**src/rtl/board_eval_if.sv**
```systemverilog
// board_eval_if: Avalon-MM CSR slave and SDRAM read-master signals of board_eval
interface board_eval_if;
   logic        slave_waitrequest;
   logic [3:0]  slave_address;
   logic        slave_read;
   logic [31:0] slave_readdata;
   logic        slave_write;
   logic [31:0] slave_writedata;
   logic        master_waitrequest;
   logic [31:0] master_address;
   logic        master_read;
   logic [31:0] master_readdata;
   logic        master_readdatavalid;
   logic        master_write;
   logic [31:0] master_writedata;
   // board_eval side
   modport slave (
      output slave_waitrequest, slave_readdata, master_address, master_read, master_write, master_writedata,
      input  slave_address, slave_read, slave_write, slave_writedata,
      input  master_waitrequest, master_readdata, master_readdatavalid
   );
   // host and memory side
   modport master (
      input  slave_waitrequest, slave_readdata, master_address, master_read, master_write, master_writedata,
      output slave_address, slave_read, slave_write, slave_writedata,
      output master_waitrequest, master_readdata, master_readdatavalid
   );
endinterface

```
**src/rtl/board_eval.sv**
```systemverilog
// board_eval: scores N boards read over Avalon-MM (white minus black), tracks the best; define KING_CAPTURE_EN for king-capture scoring
module board_eval #(
   parameter int MAX_BOARDS = 12,
   parameter int SQUARES    = 64
) (
   input logic         clk,
   input logic         rst_n,
   board_eval_if.slave bus
);
   typedef enum logic [2:0] {IDLE, REQ, WAIT, ACC, NEXT, DONE} state_t;
   state_t             state_q, state_d;
   logic               rdy_q;
   logic [31:0]        base_q, base_d, nb_q, nb_d, run_base_q, run_base_d, run_nb_q, run_nb_d;
   logic [31:0]        k_q, k_d, sq_q, sq_d, addr_q, addr_d;
   logic [31:0]        best_idx_q, best_idx_d, best_score_q, best_score_d, last_q, last_d;
   logic               rd_q, rd_d;
   logic [7:0]         data_q, data_d;
   logic signed [15:0] score_q, score_d, final_score;
   logic [31:0]        final_ext;
   logic               csr_wr, start, done_rd, unused_bits;
`ifdef KING_CAPTURE_EN
   logic               wk_q, wk_d, bk_q, bk_d;
`endif

   function automatic logic signed [15:0] piece(input logic [7:0] c);
      logic [7:0]         m;
      logic signed [15:0] v;
      m = c[7] ? 8'(-c) : c;
      v = (m >= 8'd1  && m <= 8'd8)  ? 16'sd1 :
          (m >= 8'd9  && m <= 8'd18) ? 16'sd5 :
          (m >= 8'd19 && m <= 8'd38) ? 16'sd3 :
          (m >= 8'd39 && m <= 8'd47) ? 16'sd9 : 16'sd0;
      return c[7] ? -v : v;
   endfunction

   assign csr_wr  = rdy_q && bus.slave_write;
   assign start   = csr_wr && bus.slave_address == 4'd0 && state_q == IDLE;
   assign done_rd = rdy_q && bus.slave_read && bus.slave_address == 4'd0 && state_q == DONE;
   assign bus.slave_waitrequest = !rdy_q || (bus.slave_read && bus.slave_address == 4'd0 && state_q != DONE);
   assign bus.slave_readdata = !(rdy_q && bus.slave_read) ? 32'd0 :
                               bus.slave_address == 4'd0 ? {31'd0, state_q == DONE} :
                               bus.slave_address == 4'd1 ? base_q :
                               bus.slave_address == 4'd2 ? nb_q :
                               bus.slave_address == 4'd3 ? best_idx_q :
                               bus.slave_address == 4'd4 ? best_score_q :
                               bus.slave_address == 4'd5 ? last_q : 32'd0;
   assign bus.master_read      = rd_q;
   assign bus.master_address   = addr_q;
   assign bus.master_write     = 1'b0;
   assign bus.master_writedata = 32'd0;
   assign unused_bits          = ^bus.master_readdata[31:8];
`ifdef KING_CAPTURE_EN
   assign final_score = (!wk_q && !bk_q) ? 16'sd0 : !bk_q ? 16'sd1000 : !wk_q ? -16'sd1000 : score_q;
`else
   assign final_score = score_q;
`endif
   assign final_ext = {{16{final_score[15]}}, final_score};

   // next-state: CSR writes, run sequencing, score accumulation and best tracking
   always_comb begin
      state_d      = state_q;
      base_d       = base_q;
      nb_d         = nb_q;
      run_base_d   = run_base_q;
      run_nb_d     = run_nb_q;
      k_d          = k_q;
      sq_d         = sq_q;
      data_d       = data_q;
      score_d      = score_q;
      last_d       = last_q;
      best_idx_d   = best_idx_q;
      best_score_d = best_score_q;
`ifdef KING_CAPTURE_EN
      wk_d         = wk_q;
      bk_d         = bk_q;
`endif
      if (csr_wr && bus.slave_address == 4'd1) base_d = bus.slave_writedata;
      if (csr_wr && bus.slave_address == 4'd2)
         nb_d = bus.slave_writedata > 32'(MAX_BOARDS) ? 32'(MAX_BOARDS) : bus.slave_writedata;
      case (state_q)
         IDLE: if (start) begin
            run_base_d   = base_q;
            run_nb_d     = nb_q;
            k_d          = 32'd0;
            sq_d         = 32'd0;
            score_d      = 16'sd0;
            best_idx_d   = 32'hFFFF_FFFF;
            best_score_d = 32'h8000_0000;
`ifdef KING_CAPTURE_EN
            wk_d         = 1'b0;
            bk_d         = 1'b0;
`endif
            state_d      = nb_q == 32'd0 ? DONE : REQ;
         end
         REQ:  state_d = bus.master_waitrequest ? REQ : WAIT;
         WAIT: if (bus.master_readdatavalid) begin
            data_d  = bus.master_readdata[7:0];
            state_d = ACC;
         end
         ACC: begin
            score_d = score_q + piece(data_q);
`ifdef KING_CAPTURE_EN
            wk_d    = wk_q || data_q == 8'd48;
            bk_d    = bk_q || data_q == 8'hD0;
`endif
            sq_d    = sq_q == 32'(SQUARES - 1) ? 32'd0 : sq_q + 32'd1;
            state_d = sq_q == 32'(SQUARES - 1) ? NEXT : REQ;
         end
         NEXT: begin
            last_d = final_ext;
            if ($signed(final_ext) > $signed(best_score_q)) begin
               best_score_d = final_ext;
               best_idx_d   = k_q;
            end
            k_d     = k_q + 32'd1;
            score_d = 16'sd0;
`ifdef KING_CAPTURE_EN
            wk_d    = 1'b0;
            bk_d    = 1'b0;
`endif
            state_d = k_q + 32'd1 == run_nb_q ? DONE : REQ;
         end
         DONE:    state_d = done_rd ? IDLE : DONE;
         default: state_d = IDLE;
      endcase
      rd_d   = state_d == REQ;
      addr_d = run_base_d + k_d * 32'(SQUARES) + sq_d;
   end

   // state and registered bus outputs; reset aborts any run
   always_ff @(posedge clk or negedge rst_n)
      if (!rst_n) begin
         state_q      <= IDLE;
         rdy_q        <= 1'b0;
         base_q       <= 32'd0;
         nb_q         <= 32'd0;
         run_base_q   <= 32'd0;
         run_nb_q     <= 32'd0;
         k_q          <= 32'd0;
         sq_q         <= 32'd0;
         addr_q       <= 32'd0;
         rd_q         <= 1'b0;
         data_q       <= 8'd0;
         score_q      <= 16'sd0;
         last_q       <= 32'd0;
         best_idx_q   <= 32'hFFFF_FFFF;
         best_score_q <= 32'h8000_0000;
`ifdef KING_CAPTURE_EN
         wk_q         <= 1'b0;
         bk_q         <= 1'b0;
`endif
      end else begin
         state_q      <= state_d;
         rdy_q        <= 1'b1;
         base_q       <= base_d;
         nb_q         <= nb_d;
         run_base_q   <= run_base_d;
         run_nb_q     <= run_nb_d;
         k_q          <= k_d;
         sq_q         <= sq_d;
         addr_q       <= addr_d;
         rd_q         <= rd_d;
         data_q       <= data_d;
         score_q      <= score_d;
         last_q       <= last_d;
         best_idx_q   <= best_idx_d;
         best_score_q <= best_score_d;
`ifdef KING_CAPTURE_EN
         wk_q         <= wk_d;
         bk_q         <= bk_d;
`endif
      end
endmodule
```
**src/flat_wrapper.sv**
```systemverilog
// flat-port wrapper written by rule: the top's interface ports become plain ports
module board_eval_flat 
#(
   parameter int MAX_BOARDS = 12,
   parameter int SQUARES    = 64
)
  (clk, rst_n, bus_slave_waitrequest, bus_slave_readdata, bus_master_address, bus_master_read, bus_master_write, bus_master_writedata, bus_slave_address, bus_slave_read, bus_slave_write, bus_slave_writedata, bus_master_waitrequest, bus_master_readdata, bus_master_readdatavalid);
  board_eval_if bus_i ();
  input logic clk;
  input logic rst_n;
  output wire logic [$bits(bus_i.slave_waitrequest)-1:0] bus_slave_waitrequest;
  output wire logic [$bits(bus_i.slave_readdata)-1:0] bus_slave_readdata;
  output wire logic [$bits(bus_i.master_address)-1:0] bus_master_address;
  output wire logic [$bits(bus_i.master_read)-1:0] bus_master_read;
  output wire logic [$bits(bus_i.master_write)-1:0] bus_master_write;
  output wire logic [$bits(bus_i.master_writedata)-1:0] bus_master_writedata;
  input wire logic [$bits(bus_i.slave_address)-1:0] bus_slave_address;
  input wire logic [$bits(bus_i.slave_read)-1:0] bus_slave_read;
  input wire logic [$bits(bus_i.slave_write)-1:0] bus_slave_write;
  input wire logic [$bits(bus_i.slave_writedata)-1:0] bus_slave_writedata;
  input wire logic [$bits(bus_i.master_waitrequest)-1:0] bus_master_waitrequest;
  input wire logic [$bits(bus_i.master_readdata)-1:0] bus_master_readdata;
  input wire logic [$bits(bus_i.master_readdatavalid)-1:0] bus_master_readdatavalid;
  assign bus_slave_waitrequest = bus_i.slave_waitrequest;
  assign bus_slave_readdata = bus_i.slave_readdata;
  assign bus_master_address = bus_i.master_address;
  assign bus_master_read = bus_i.master_read;
  assign bus_master_write = bus_i.master_write;
  assign bus_master_writedata = bus_i.master_writedata;
  assign bus_i.slave_address = bus_slave_address;
  assign bus_i.slave_read = bus_slave_read;
  assign bus_i.slave_write = bus_slave_write;
  assign bus_i.slave_writedata = bus_slave_writedata;
  assign bus_i.master_waitrequest = bus_master_waitrequest;
  assign bus_i.master_readdata = bus_master_readdata;
  assign bus_i.master_readdatavalid = bus_master_readdatavalid;
  board_eval #(.MAX_BOARDS(MAX_BOARDS), .SQUARES(SQUARES)) u_core (.clk(clk), .rst_n(rst_n), .bus(bus_i));
endmodule
```
**config.mk**
```make
export PLATFORM = sky130hd
export DESIGN_NAME = board_eval_flat
export DESIGN_NICKNAME = d
export VERILOG_FILES = /design/src/rtl/board_eval_if.sv /design/src/rtl/board_eval.sv /design/src/flat_wrapper.sv
export SDC_FILE = /design/constraint.sdc
export NUM_CORES = 1
export LEC_CHECK = 0
export ABC_AREA = 0
export CELL_PAD_IN_SITES_DETAIL_PLACEMENT = 2
export CELL_PAD_IN_SITES_GLOBAL_PLACEMENT = 2
export CORE_AREA = 8 8 242 244
export DETAILED_ROUTE_END_ITERATION = 6
export DIE_AREA = 0 0 250 252
export PLACE_DENSITY = 0.88
export SETUP_SLACK_MARGIN = 0.2
export SLEW_MARGIN = 20
export SYNTH_ARGS = -nofsm -noshare
export SYNTH_HDL_FRONTEND = slang
export SYNTH_SLANG_ARGS = --single-unit
```
**constraint.sdc**
```tcl
create_clock -name clk -period 5.9 [get_ports clk]
set_input_delay 0.885 -clock clk [delete_from_list [all_inputs] [get_ports clk]]
set_output_delay 0.885 -clock clk [all_outputs]
set_load 0.005 [all_outputs]
```
* After elaboration in Yosys (flattened, before gate mapping)
Index checks and enable logic that the tools add are counted.
W data, S select, Z words.
** Storage, ports and cells
- Word-level logic and storage cells :: 112
- Output and inout bits :: 99
- Register bits :: 333
** Cells by class
- Mux-type cells :: 37
- Reduce and logical (&&, ||, !) cells :: 26
- Magnitude comparators :: 10
- Equality and inequality tests :: 16
- Add/subtract/negate cells :: 7
** Operators by type and width (number)
- $mux W32 :: 17
- $pmux W32 S2 :: 4
- $mux W16 :: 5
- $add A32 B1 Y32 const B :: 2
- $add A32 B32 Y32 :: 2
- $pmux W16 S3 :: 1
- $eq A32 B32 Y1 :: 1
- $eq A32 B6 Y1 const B :: 1
- $gt A16 B32 Y1 :: 1
- $gt A32 B4 Y1 const B :: 1
- $logic_not A32 Y1 :: 1
- $mux W3 :: 6
- $pmux W3 S6 :: 1
- $add A16 B16 Y16 :: 1
- $le A8 B6 Y1 const B :: 2
- $neg A16 Y16 :: 1
- $logic_and A1 B1 Y1 :: 14
- $eq A4 B2 Y1 const B :: 2
- $eq A4 B3 Y1 const B :: 2
- $ge A8 B1 Y1 const B :: 1
- $ge A8 B4 Y1 const B :: 1
- $ge A8 B5 Y1 const B :: 1
- $ge A8 B6 Y1 const B :: 1
- $le A8 B4 Y1 const B :: 1
- 19 further kinds :: 26

* Longest topological paths before layout
- Depth after elaboration :: 12
- Mapped depth :: 22
- Depth with buffers taken out :: 21

* Least setup slack after synthesis
No wires, ideal clock.
- Path kind :: in2reg
- Start :: in bus_slave_address[0]
- End :: reg u_core.addr_q[28], in the netlist u_core.bus.master_address[28]
- Data required time :: 5.776 ns
- Stages on the path :: 18
- Arrival time :: 5.175 ns
- Path buffers :: 3
- Library setup time :: 0.124 ns
- Slack :: 0.601 ns
- Cells stage by stage :: clkbuf_1 -> or4_1 -> nor2_2 -> nand3b_2 -> clkbuf_1 -> buf_1 -> mux2i_1 -> fa_1 -> inv_1 -> ha_1 -> and4_1 -> a221oi_1 -> o21ai_1 -> o2111ai_1 -> a211oi_1 -> o31ai_1 -> nor4_1 -> a211o_1
** On the way
- Longest elaborated chain between the ends :: 7
** RTL lines
- start, declared :: RTL line flat_wrapper.sv:17 : input wire logic [$bits(bus_i.slave_address)-1:0] bus_slave_address;
- $logic_not A4 Y1 * :: RTL line board_eval.sv:37 : assign start = csr_wr && bus.slave_address == 4'd0 && state_q == IDLE;
- $logic_and A1 B1 Y1 * (2 in a row) :: RTL line board_eval.sv:37
- $mux W32 :: RTL line board_eval.sv:81 : IDLE: if (start) begin
- $pmux W32 S2 / $mux W32 (equally long branches) :: RTL line board_eval.sv:80 : case (state_q)
- $add A32 B32 Y32 :: RTL line board_eval.sv:127 : addr_d = run_base_d + k_d * 32'(SQUARES) + sq_d;
- $add A32 B32 Y32 * :: RTL line board_eval.sv:127
- net u_core.addr_d[28] :: RTL line board_eval.sv:14 : logic [31:0] k_q, k_d, sq_q, sq_d, addr_q, addr_d;
- end signal, assigned :: RTL line board_eval.sv:161 : addr_q <= addr_d;
- end, declared :: RTL line board_eval.sv:14
Mark *: on every way through the listed nets, which the timed path passes. The rest lies on a longest branch. The select of a mux whose other input is x is not followed.
A chain may end at the register's enable or synchronous reset.

* Worst setup path after layout
- Start :: in bus_slave_address[1]
- End :: reg u_core.addr_q[31], in the netlist u_core.bus.master_address[31]
The elaborated chain is that of the path after synthesis.

==> flow_summary_export.csv <==
group,metric,value,unit
outcome,status,"finished, final reports clean",
power_and_ir_drop,switching_share,0.449,
routing,drtIter0Drc,944,
timing,setup_violations,0,
finish,area_growth,15.4,%
die,die-height,252,um
logic_synthesis,yosysTopAreaCellShare,0.357,
timing,tightest_slew,1.02,ns
finish,instances_no_fill,2980,
logic_synthesis,synthCells,2161,
grt,grt_pass1_vias,20000,
job,cap_violations,0,
timing,skew,0.0222,ns
place,dp.cells,2907,
finish,fin_util,0.422,
worst_setup_path,worstSetupStartpoint,"bus_slave_address[1]",
grt,grt_use_total,0.237,
timing,finalCritPeriodShare,0.934,
routing,drt_wl_total,75900,um
finish,regArea,0.00800,mm2
die,dieArea,0.0630,mm2
grt,grt_pass1_wl,119000,um
timing,fin_setup_tns,0,ns
finish,fin_nets,2421,
grt,grt_util_met1,0.290,
power_and_ir_drop,pwr-share-seq,0.319,
routing,final_antenna_net_count,0,
worst_setup_path,cp_max_fo,11,
place,gp_congestion,0.903,
timing,rsz0062_at_grt,"yes",
die,ios,173,
clock_network,clock_latency,0.57,ns
timing,fmax,181,MHz
routing,drc,0,
logic_synthesis,syn_area,0.0200,mm2
routing,dr.pass1.iters,5,
logic_synthesis,synth_edf_count,0,
power_and_ir_drop,netSwitchingPower,5460,uW
timing,max_slew_margin,0.316,
grt,grt_max_degree,146,
worst_setup_path,end_kind,"flop",
logic_synthesis,yosys_warnings,0,
timing,period_minus_slack,5.51,ns
finish,multiInputGateArea,0.0107,mm2
logic_synthesis,ys_ff_latch,318,
place,hpwlAfterDp,54900,um
logic_synthesis,synth_flop_cell,"dfrtp_1",
place,numPortBuffers,115,
power_and_ir_drop,internal_power,6700,uW
logic_synthesis,synth_cell_types,90,
grt,grt-busiest-layer,"met2",
grt,use_met2,0.416,
clock_network,path_clk_slew,0.07,ns
clock_network,htree_levels,2,
logic_synthesis,yosysTopAreaCell,"dfrtp_1",
clock_network,cts_tree,"built",
routing,wl_per_cell,25.5,um
die,start_util,0.366,
routing,vias_per_cell,5.83,
power_and_ir_drop,ir_drop,0.349,mV
die,std_cell_rows,86,
logic_synthesis,synth_area_per_cell,9.25,um2
finish,drive_above_1_share,0.130,
timing,slew_viol_final,0,
power_and_ir_drop,powerDensity,527,mW/mm2
power_and_ir_drop,power.leakage,0.0108,uW
die,coreArea,0.0547,mm2
worst_setup_path,crit_type,"input pin to flop",
logic_synthesis,synthTopCellsByArea,"dfrtp_1 (36%), mux2_2 (5.2%), ha_1 (4.6%)",
grt,use_met3,0.0378,
power_and_ir_drop,power_frac_comb,0.483,
logic_synthesis,synth-async-reset-ratio,1.00,
worst_hold_path,min_path_type,"input pin to asynchronous set/reset pin",
die,die_width,250,um
clock_network,clock-sinks,318,
clock_network,clock_path_buffers,3,
worst_setup_path,cp_data_arrival_time,5.98,ns
routing,via_count,17400,
worst_setup_path,critPathLaunchType,"input pin",
clock_network,cts-root-buf,"clkbuf_16",
worst_setup_path,r2r_start,"u_core.k_q[0]",
timing,finalHoldViolCount,0,
grt,grt_overflow,0,
logic_synthesis,ys_seq_area_frac,0.400,
clock_network,cts_made_buffers,39,
worst_setup_path,r2r_cells,17,
finish,fillers,5857,
grt,antenna_found_initial,2,
power_and_ir_drop,clkPwrFrac,0.198,
worst_setup_path,required,6.37,ns
==> layout make-up <==
| class | instances | share of cell area |
|---|---|---|
| Clock inverter | 12 | 0.00401 |
| Inverter | 184 | 0.0299 |
| Antenna cell | 1 | 0.000109 |
| Clock buffer | 58 | 0.0493 |
| Timing Repair Buffer | 164 | 0.0664 |
| Multi-Input combinational cell | 1539 | 0.465 |
| Sequential cell | 318 | 0.347 |
| Tap cell | 704 | 0.0382 |
==> path summary, 6_finish.rpt <==
| check | endpoint | slack, ns |
|---|---|---|
| max | u_core.bus.master_address[31] | 0.39 |
| min | u_core.run_nb_q[21] | 0.36 |
| max reg2reg | u_core.bus.master_address[31] | 0.50 |
| min reg2reg | u_core.last_q[4] | 0.50 |
| max in group asynchronous | u_core.bus.master_address[0] | 4.08 |
| min in group clk | u_core.last_q[4] | 0.50 |
==> worst max-delay path: stages <==
cell,delay [ns]
clkdlybuf4s50_1,0.50
or4_4,0.64
nor2_4,0.18
nand2_1,0.10
a21o_1,0.36
o21ai_0,0.27
o21a_1,0.23
fa_1,0.41
inv_1,0.09
ha_1,0.26
buf_4,0.17
a21oi_1,0.14
o21ai_0,0.23
a32oi_2,0.37
a21oi_1,0.21
nor3_2,0.37
o31ai_1,0.14
a21o_2,0.23
xnor2_1,0.19
==> power by group through the flow <==
stage	Clock [uW]	Sequential (uW)	Combinational (uW)
2_1_floorplan	0	3400	4060
3_3_place_gp	0	3790	5250
3_5_place_dp	0	3880	5770
4_1_cts	2450	3860	5860
5_1_grt	2520	3960	6470
6_report	2410	3880	5870
==> sequential cells by signal, summed over array words and instances (netlist names), 8 cells and up <==
name,flops
u_core.base_q,32
u_core.best_idx_q,32
u_core.bus.master_address,32
u_core.k_q,32
u_core.nb_q,32
u_core.run_base_q,32
u_core.run_nb_q,32
u_core.sq_q,32
u_core.best_score_q,17
u_core.final_score,16
u_core.last_q,16
u_core.data_q,8
==> stage by stage <==
stage | setup slack [ns] | instance area [um2] | hold slack [ns] | power, uW
global placement | -0.187 | 21800 | 0.467 | 9040
global route | 0.189 | 23100 | 0.420 | 13000
detailed placement | -0.451 | 21800 | 0.483 | 9640
floorplan | 0.601 | 20100 | 0.450 | 7460
CTS | 0.227 | 23000 | 0.407 | 12200
finish | 0.388 | 23100 | 0.364 | 12200
==> layout by cell type (no fill, tap or decap), types with 50 or more instances in the layout <==
cell type,n
nand3_1,50
nor2_1,173
mux2_2,92
a211oi_1,74
xnor2_1,50
clkdlybuf4s50_1,113
nand2_1,166
ha_1,74
dfrtp_1,285
a21oi_1,86
inv_1,184
o21ai_0,135
==> repair_timing <==
| action | in CTS | in global routing |
|---|---|---|
| setup endpoints to repair | 2 | 8 |
| setup buffers | 0 | 2 |
| pin swaps | 0 | 1 |
| hold buffers | 0 | 0 |
| gates resized for setup | 1 | 8 |
| gates cloned | 0 | 0 |
| hold endpoints to repair | 0 | 0 |
==> metal layers <==
metal | routed length (um) | share of wire
met3 | 3270 | 0.043
met5 | 0 | 0
met4 | 2710 | 0.036
met2 | 37800 | 0.50
met1 | 32100 | 0.42
==> kinds of logic (layout without fill, tap and decap cells) <==
group / after synthesis / in the layout / share of synthesized area
buffers and inverters: 336 / 418 / 0.0755
and+or+nand+nor: 675 / 675 / 0.175
AOI/OAI and AO/OA: 520 / 520 / 0.169
other: 2 / 35 / 0.000376
DFF: 318 / 318 / 0.400
muxes: 125 / 125 / 0.0684
xor gates and xnor gates: 84 / 84 / 0.0382
adders and majority gates: 101 / 101 / 0.0734
==> Yosys cell counts, drive strengths merged, types with 14 or more instances <==
cell and count:
a22oi 16, nor2b 28, fa 27, buf 62, mux2i 32, o21a 16
nor3 42, clkbuf 90, o31a 15, mux2 93, a21oi 86, nor4 32
o211ai 21, nand2 168, a211oi 76, o22ai 16, nand3 52, o31ai 38
a31oi 18, inv 184, dfrtp 285, and3 19, dfstp 33, nand4 42
nor2 176, and2 48, ha 74, xnor2 50, o21ai 144, a21o 26
nand2b 14, xor2 32
No activity file was read; power rests on OpenSTA's default activity.
